$ cat src/rtl/vending_pkg.sv
// Shared types and constants for the vending machine controller.
package vending_pkg;

  typedef enum logic [1:0] {
    IDLE     = 2'd0,
    COLLECT  = 2'd1,
    DISPENSE = 2'd2,
    CHANGE   = 2'd3
  } state_t;

  localparam int NUM_PRODUCTS = 8;
  localparam int PRICE_W      = 8;
  localparam int STOCK_W      = 3;
  localparam int BAL_W        = 9;

  localparam logic [BAL_W-1:0] NICKEL_VAL  = 9'd5;
  localparam logic [BAL_W-1:0] DIME_VAL    = 9'd10;
  localparam logic [BAL_W-1:0] QUARTER_VAL = 9'd25;
  localparam logic [BAL_W-1:0] DOLLAR_VAL  = 9'd100;
  localparam logic [BAL_W-1:0] CASH_CAP    = 9'd500;

  // Edge bits ordered {dollar, quarter, dime, nickel}; simultaneous edges add up.
  function automatic logic [BAL_W-1:0] coin_value(input logic [3:0] edges);
    logic [BAL_W-1:0] sum;
    sum = '0;
    if (edges[0]) sum = sum + NICKEL_VAL;
    if (edges[1]) sum = sum + DIME_VAL;
    if (edges[2]) sum = sum + QUARTER_VAL;
    if (edges[3]) sum = sum + DOLLAR_VAL;
    return sum;
  endfunction

endpackage

$ cat src/rtl/vending_machine_change_maker.sv
// Greedy split of a cent amount into quarter/dime/nickel counts; sub-nickel remainder is dropped.
module change_maker
  import vending_pkg::*;
(
  input  logic [8:0] amount,
  output logic [8:0] quart,
  output logic [8:0] dim,
  output logic [8:0] nick
);

  logic [8:0] rem_q;
  logic [8:0] rem_d;

  always_comb begin
    quart = amount / QUARTER_VAL;
    rem_q = amount % QUARTER_VAL;
    dim   = rem_q / DIME_VAL;
    rem_d = rem_q % DIME_VAL;
    nick  = rem_d / NICKEL_VAL;
  end

endmodule

$ cat src/rtl/vending_machine.sv
// Vending controller: credit or cash payment, per-product stock and price, coin change return.
module vending_machine
  import vending_pkg::*;
#(
  parameter int TIMEOUT_CYCLES = 40
) (
  input  logic        clk,
  input  logic        rst,
  input  logic [1:0]  se,
  input  logic [5:0]  si,
  input  logic [3:0]  index,
  input  logic        paymentMethod,
  input  logic [8:0]  creditBalance,
  input  logic        nickel,
  input  logic        dime,
  input  logic        quarter,
  input  logic        dollar,
  input  logic [63:0] cost,
  input  logic        cancel,
  input  logic [23:0] currentInventory,
  output logic [8:0]  quart,
  output logic [8:0]  dim,
  output logic [8:0]  nick,
  output logic        dispensed
);

  localparam int TW = $clog2(TIMEOUT_CYCLES + 1);
  localparam logic [TW-1:0] TMO = TW'(TIMEOUT_CYCLES);

  state_t state, state_nxt;

  logic [NUM_PRODUCTS-1:0][STOCK_W-1:0] stock;
  logic [BAL_W-1:0] credit, cash, chg_amt, chg_val;
  logic [TW-1:0]    timer;
  logic             armed;
  logic [3:0]       prev_coins, coin_edge;
  logic [3:0]       prev_index;
  logic             prev_pm;

  logic [2:0]         sel;
  logic [PRICE_W-1:0] price;
  logic [BAL_W-1:0]   coin_sum;
  logic               coin_ok, sel_ok, cash_sale, credit_sale, changed;
  logic               vend, credit_vend, chg_set, arm_clr;
  logic [8:0]         cm_q, cm_d, cm_n;
  logic               unused_dft;

  assign unused_dft = ^{se, si};

  always_comb begin
    sel         = index[2:0];
    price       = cost[{sel, 3'b000} +: PRICE_W];
    sel_ok      = (index < 4'd8) && (stock[sel] != '0);
    cash_sale   = sel_ok && (cash >= {1'b0, price});
    credit_sale = sel_ok && (credit >= {1'b0, price});
    changed     = (index != prev_index) || (paymentMethod != prev_pm);
    coin_edge   = {dollar, quarter, dime, nickel} & ~prev_coins;
    coin_sum    = coin_value(coin_edge);
    // COLLECT accepts coins regardless of paymentMethod; IDLE only in cash mode.
    coin_ok     = ((state == IDLE && !paymentMethod) || state == COLLECT) &&
                  (coin_edge != 4'b0000) &&
                  (({1'b0, cash} + {1'b0, coin_sum}) <= {1'b0, CASH_CAP});
  end

  always_ff @(posedge clk) begin
    if (rst) state <= IDLE;
    else     state <= state_nxt;
  end

  always_comb begin
    state_nxt   = state;
    vend        = 1'b0;
    credit_vend = 1'b0;
    chg_set     = 1'b0;
    chg_val     = chg_amt;
    arm_clr     = 1'b0;
    unique case (state)
      IDLE: begin
        if (paymentMethod) begin
          if (armed) begin
            arm_clr = 1'b1;
            if (credit_sale) begin
              vend        = 1'b1;
              credit_vend = 1'b1;
              chg_set     = 1'b1;
              chg_val     = '0;
              state_nxt   = DISPENSE;
            end
          end
        end else if (coin_ok) begin
          state_nxt = COLLECT;
        end
      end
      COLLECT: begin
        if (cash_sale) begin
          vend      = 1'b1;
          chg_set   = 1'b1;
          chg_val   = cash - {1'b0, price};
          state_nxt = DISPENSE;
        end else if (cancel || timer == TMO) begin
          chg_set   = 1'b1;
          chg_val   = cash;
          state_nxt = CHANGE;
        end
      end
      DISPENSE: state_nxt = CHANGE;
      CHANGE:   state_nxt = IDLE;
      default:  state_nxt = IDLE;
    endcase
  end

  always_comb begin
    dispensed = (state == DISPENSE);
  end

  change_maker u_change_maker (
    .amount (chg_amt),
    .quart  (cm_q),
    .dim    (cm_d),
    .nick   (cm_n)
  );

  always_ff @(posedge clk) begin
    if (rst) begin
      stock      <= currentInventory;
      credit     <= creditBalance;
      cash       <= '0;
      timer      <= '0;
      armed      <= 1'b1;
      chg_amt    <= '0;
      quart      <= '0;
      dim        <= '0;
      nick       <= '0;
      prev_coins <= {dollar, quarter, dime, nickel};
      prev_index <= index;
      prev_pm    <= paymentMethod;
    end else begin
      prev_coins <= {dollar, quarter, dime, nickel};
      prev_index <= index;
      prev_pm    <= paymentMethod;
      if (vend)        stock[sel] <= stock[sel] - 3'd1;
      if (credit_vend) credit <= credit - {1'b0, price};
      if (chg_set)     chg_amt <= chg_val;
      if (changed)      armed <= 1'b1;
      else if (arm_clr) armed <= 1'b0;
      if (state == CHANGE)  cash <= '0;
      else if (coin_ok)     cash <= cash + coin_sum;
      if (state == CHANGE || coin_ok) timer <= '0;
      else if (state == COLLECT)      timer <= timer + 1'b1;
      if (state == CHANGE) begin
        quart <= cm_q;
        dim   <= cm_d;
        nick  <= cm_n;
      end
    end
  end

endmodule

$ cat config.mk
export PLATFORM = sky130hd
export DESIGN_NAME = vending_machine
export DESIGN_NICKNAME = d
export VERILOG_FILES = /design/src/rtl/vending_pkg.sv /design/src/rtl/vending_machine_change_maker.sv /design/src/rtl/vending_machine.sv
export SDC_FILE = /design/constraint.sdc
export NUM_CORES = 1
export LEC_CHECK = 0
export BUFFER_PORTS_ARGS = -buffer_cell sky130_fd_sc_hd__clkbuf_2
export CORE_AREA = 8 8 141 176
export CTS_BUF_LIST = sky130_fd_sc_hd__clkbuf_2
export DETAILED_ROUTE_END_ITERATION = 6
export DIE_AREA = 0 0 149 184
export GPL_TIMING_DRIVEN = 0
export SYNTH_ARGS = -nofsm -noshare
export SYNTH_HDL_FRONTEND = slang
export SYNTH_SLANG_ARGS = --single-unit
$ cat constraint.sdc
create_clock -name clk -period 9.37 [get_ports clk]
set_input_delay 1.874 -clock clk [delete_from_list [all_inputs] [get_ports clk]]
set_output_delay 1.874 -clock clk [all_outputs]
set_load 0.01 [all_outputs]
==> results.yml <==
run_status:
  status: "finished, final reports clean"
timing:
  period_needed_ns: 8.80
  fmax_mhz: 114
  worstMarginPinSlew_ns: 1.04
  slew_headroom: 0.307
  setup_ws_ns: 0.574
  setup_violations: 0
  fin_skew_ns: 0.0528
  final.period_utilization: 0.939
  finalHoldViolations: 0
  rsz0062_at_grt: "no"
  drv_slew: 0
pwr:
  powerDensity_nw_per_um2: 131
  peakVddDrop_v: 0.0000525
  fin_total_pwr_mw: 1.24
  p_leak_nw: 3.92
global_route:
  grt_pass1_vias: 8075
  antenna_found_initial: 2
  grt_pass1_wl_um: 41800
  grt-ovfl-total: 0
  grt_use_total: 0.190
  grt_max_degree: 18
cells_and_area:
  nNetsFinal: 1303
  final_cell_mix: "clkbuf_2, nand2_1, nor2_1"
  final_common_cell: "clkbuf_2"
  drive_gt1_frac: 0.215
  syn_to_final_growth_pct: 15.3
cts:
  clock_latency_ns: 0.67
  cts.sinks: 87
  clockBufferDepth: 2
  hold_buffers: 0
  path_clk_slew_ns: 0.33
  clock-root-buffer: "clkbuf_2"
  cts_tree: "done"
  h-tree-depth: 3
  numCtsBuffers: 9
placed_design:
  gp_congestion: 0.866
  portBuffers: 127
  dpl.hpwl_um: 20700
  pre_cts_slack_ns: -0.172
synthesis:
  synthesis.instances: 985
  synth_seq_area_share: 0.252
  yosys_warnings: 0
  synth_largest_area_cell: "dfxtp_1"
  ys_types: 109
  syn_area_um2: 8210
  ys_seq_elements: 87
  syn_avg_cell_area_um2: 8.33
  async_flop_share: 0
  synth_area_leaders: "dfxtp_1, edfxtp_1, ha_1, nand2_1, nor2_1"
  synth_ff_type: "dfxtp_1"
  synth_enable_flop_cells: 33
  synth.top_cell.area_share: 0.132
detailed_routing:
  routed_wl_um: 26000
  wl_per_cell_um: 18.3
  drc: 0
  ant_nets: 0
  firstDrtPassIters: 5
  vias_per_cell: 5.67
  initialDrtViolationCount: 537
  vias: 8071
worst_setup_path:
  cp.required_ns: 9.98
  r2r_slack_ns: 0.57
  cpMaxStageDelayCell: "or3_4"
  crit_arrival_ns: 9.41
  crit_family: "compound AO/OA/AOI/OAI gates"
  critPathMaxFanout: 9
  reg2reg_from: "chg_amt[3]"
  startpoint_type: "flip-flop"
  crit_type: "reg2reg"
  cp_slowest_stage_delay_ns: 0.43
  reg2regPathDepth: 42
  endpoint_kind: "flip-flop"
  crit_buf_inv: 6
  rr_endpoint: "nick[0]"
hold_path:
  worstHoldPathType: "reg2reg"
  whs_endpoint: "dim[4]"
  hold_depth: 2
  min_from: "dim[4]"
floorplanning:
  io_pins: 145
  coreArea_um2: 22000
  die_area_um2: 27400
  start_util: 0.373
  die_y_um: 184
  die_w_um: 149
  num_rows: 61
job:
  cap_viol_max_count: 0
[power by group]
part           switching [mW]  internal, mW  total, mW
clock                   0.166        0.0695      0.236
combinational           0.309         0.218      0.526
sequential             0.0304         0.444      0.475
[layer usage]
layer	wire, µm	part of all wire	GRT usage
met5	9	0.00035	0
met4	852	0.033	0.0874
met3	1620	0.062	0.0461
met2	13000	0.50	0.337
met1	10500	0.40	0.210
[how the worst max path moves through the flow]
stage                           from  endpoint  slack (ns)  cells after the start
final                     chg_amt[3]   nick[0]        0.57                     42
after global routing      chg_amt[3]   nick[0]        0.01                     42
after CTS                 chg_amt[3]   nick[0]        0.06                     41
after global placement    chg_amt[3]   nick[0]       -0.16                     42
after detailed placement  chg_amt[3]   nick[0]       -0.17                     42
after floorplan           chg_amt[3]   nick[0]        1.09                     42
[flip-flops by register name, summed over array words and instances (netlist names)]
signal      count
chg_amt         9
stock          24
armed           1
prev_pm         1
state           2
quart           5
cash            9
prev_index      4
prev_coins      4
timer           6
nick            7
dim             6
credit          9
[stage by stage]
stage	TNS [ns]	util	hold WS [ns]	std cells	instance area (µm²)
after CTS	0	0.426	0.487	1419	9370
after global routing	0	0.430	0.492	1424	9460
after global placement	-0.158	0.420	0.454	1403	9230
after detailed placement	-0.172	0.420	0.459	1403	9230
after floorplan	0	-	0.484	993	8240
final	0	0.430	0.486	1424	9460
[cell type report]
cell class                      count  area (µm²)
Timing Repair Buffer              132         673
Antenna cell                        1        2.50
Inverter                           47         176
Buffer                             67         387
Tap cell                          283         354
Fill cell                        2280       12500
Sequential cell                    87        2070
Clock buffer                        9        45.0
Clock inverter                      7        86.3
Multi-Input combinational cell    791        5670
[timing repair]
action                                  CTS  global route
resized for setup                         2            16
endpoints found under the setup margin    1             1
endpoints found under the hold margin     0             0
buffers inserted                          1             4
pin swaps                                 0             5
[synthesized netlist by cell type (12+ instances only)]
master,n
a22o_1,30
dfxtp_1,54
and2_1,12
buf_4,13
nor3_1,22
nand2_1,86
mux2i_1,12
a211oi_1,14
xnor2_1,25
a22oi_1,24
xor2_1,15
o21ai_0,56
o21a_1,13
inv_1,44
o211ai_1,14
nand2b_1,13
a21oi_1,51
a221oi_1,15
a21o_1,17
nor2_1,76
clkbuf_1,36
ha_1,48
and3_1,16
edfxtp_1,33
nand3_1,31
[worst min-delay path: stages (launching register included)]
cell and delay (ns):
dfxtp_1 0.39, nand2_1 0.06, a21oi_1 0.05
[cell families (layout without fill, tap and decap cells)]
| group | after synthesis | after routing | synth area share |
|---|---|---|---|
| AO/OA/AOI/OAI | 337 | 337 | 0.309 |
| XOR/XNOR | 42 | 42 | 0.0480 |
| multiplexers | 22 | 22 | 0.0316 |
| flip-flops | 87 | 87 | 0.252 |
| AND/OR/NAND/NOR | 330 | 330 | 0.209 |
| other | 1 | 10 | 0.000457 |
| adder cells (fa/ha/maj) | 51 | 51 | 0.0805 |
| buffers and inverters | 115 | 262 | 0.0690 |
Note: power is estimated with default switching activity, not from simulation.
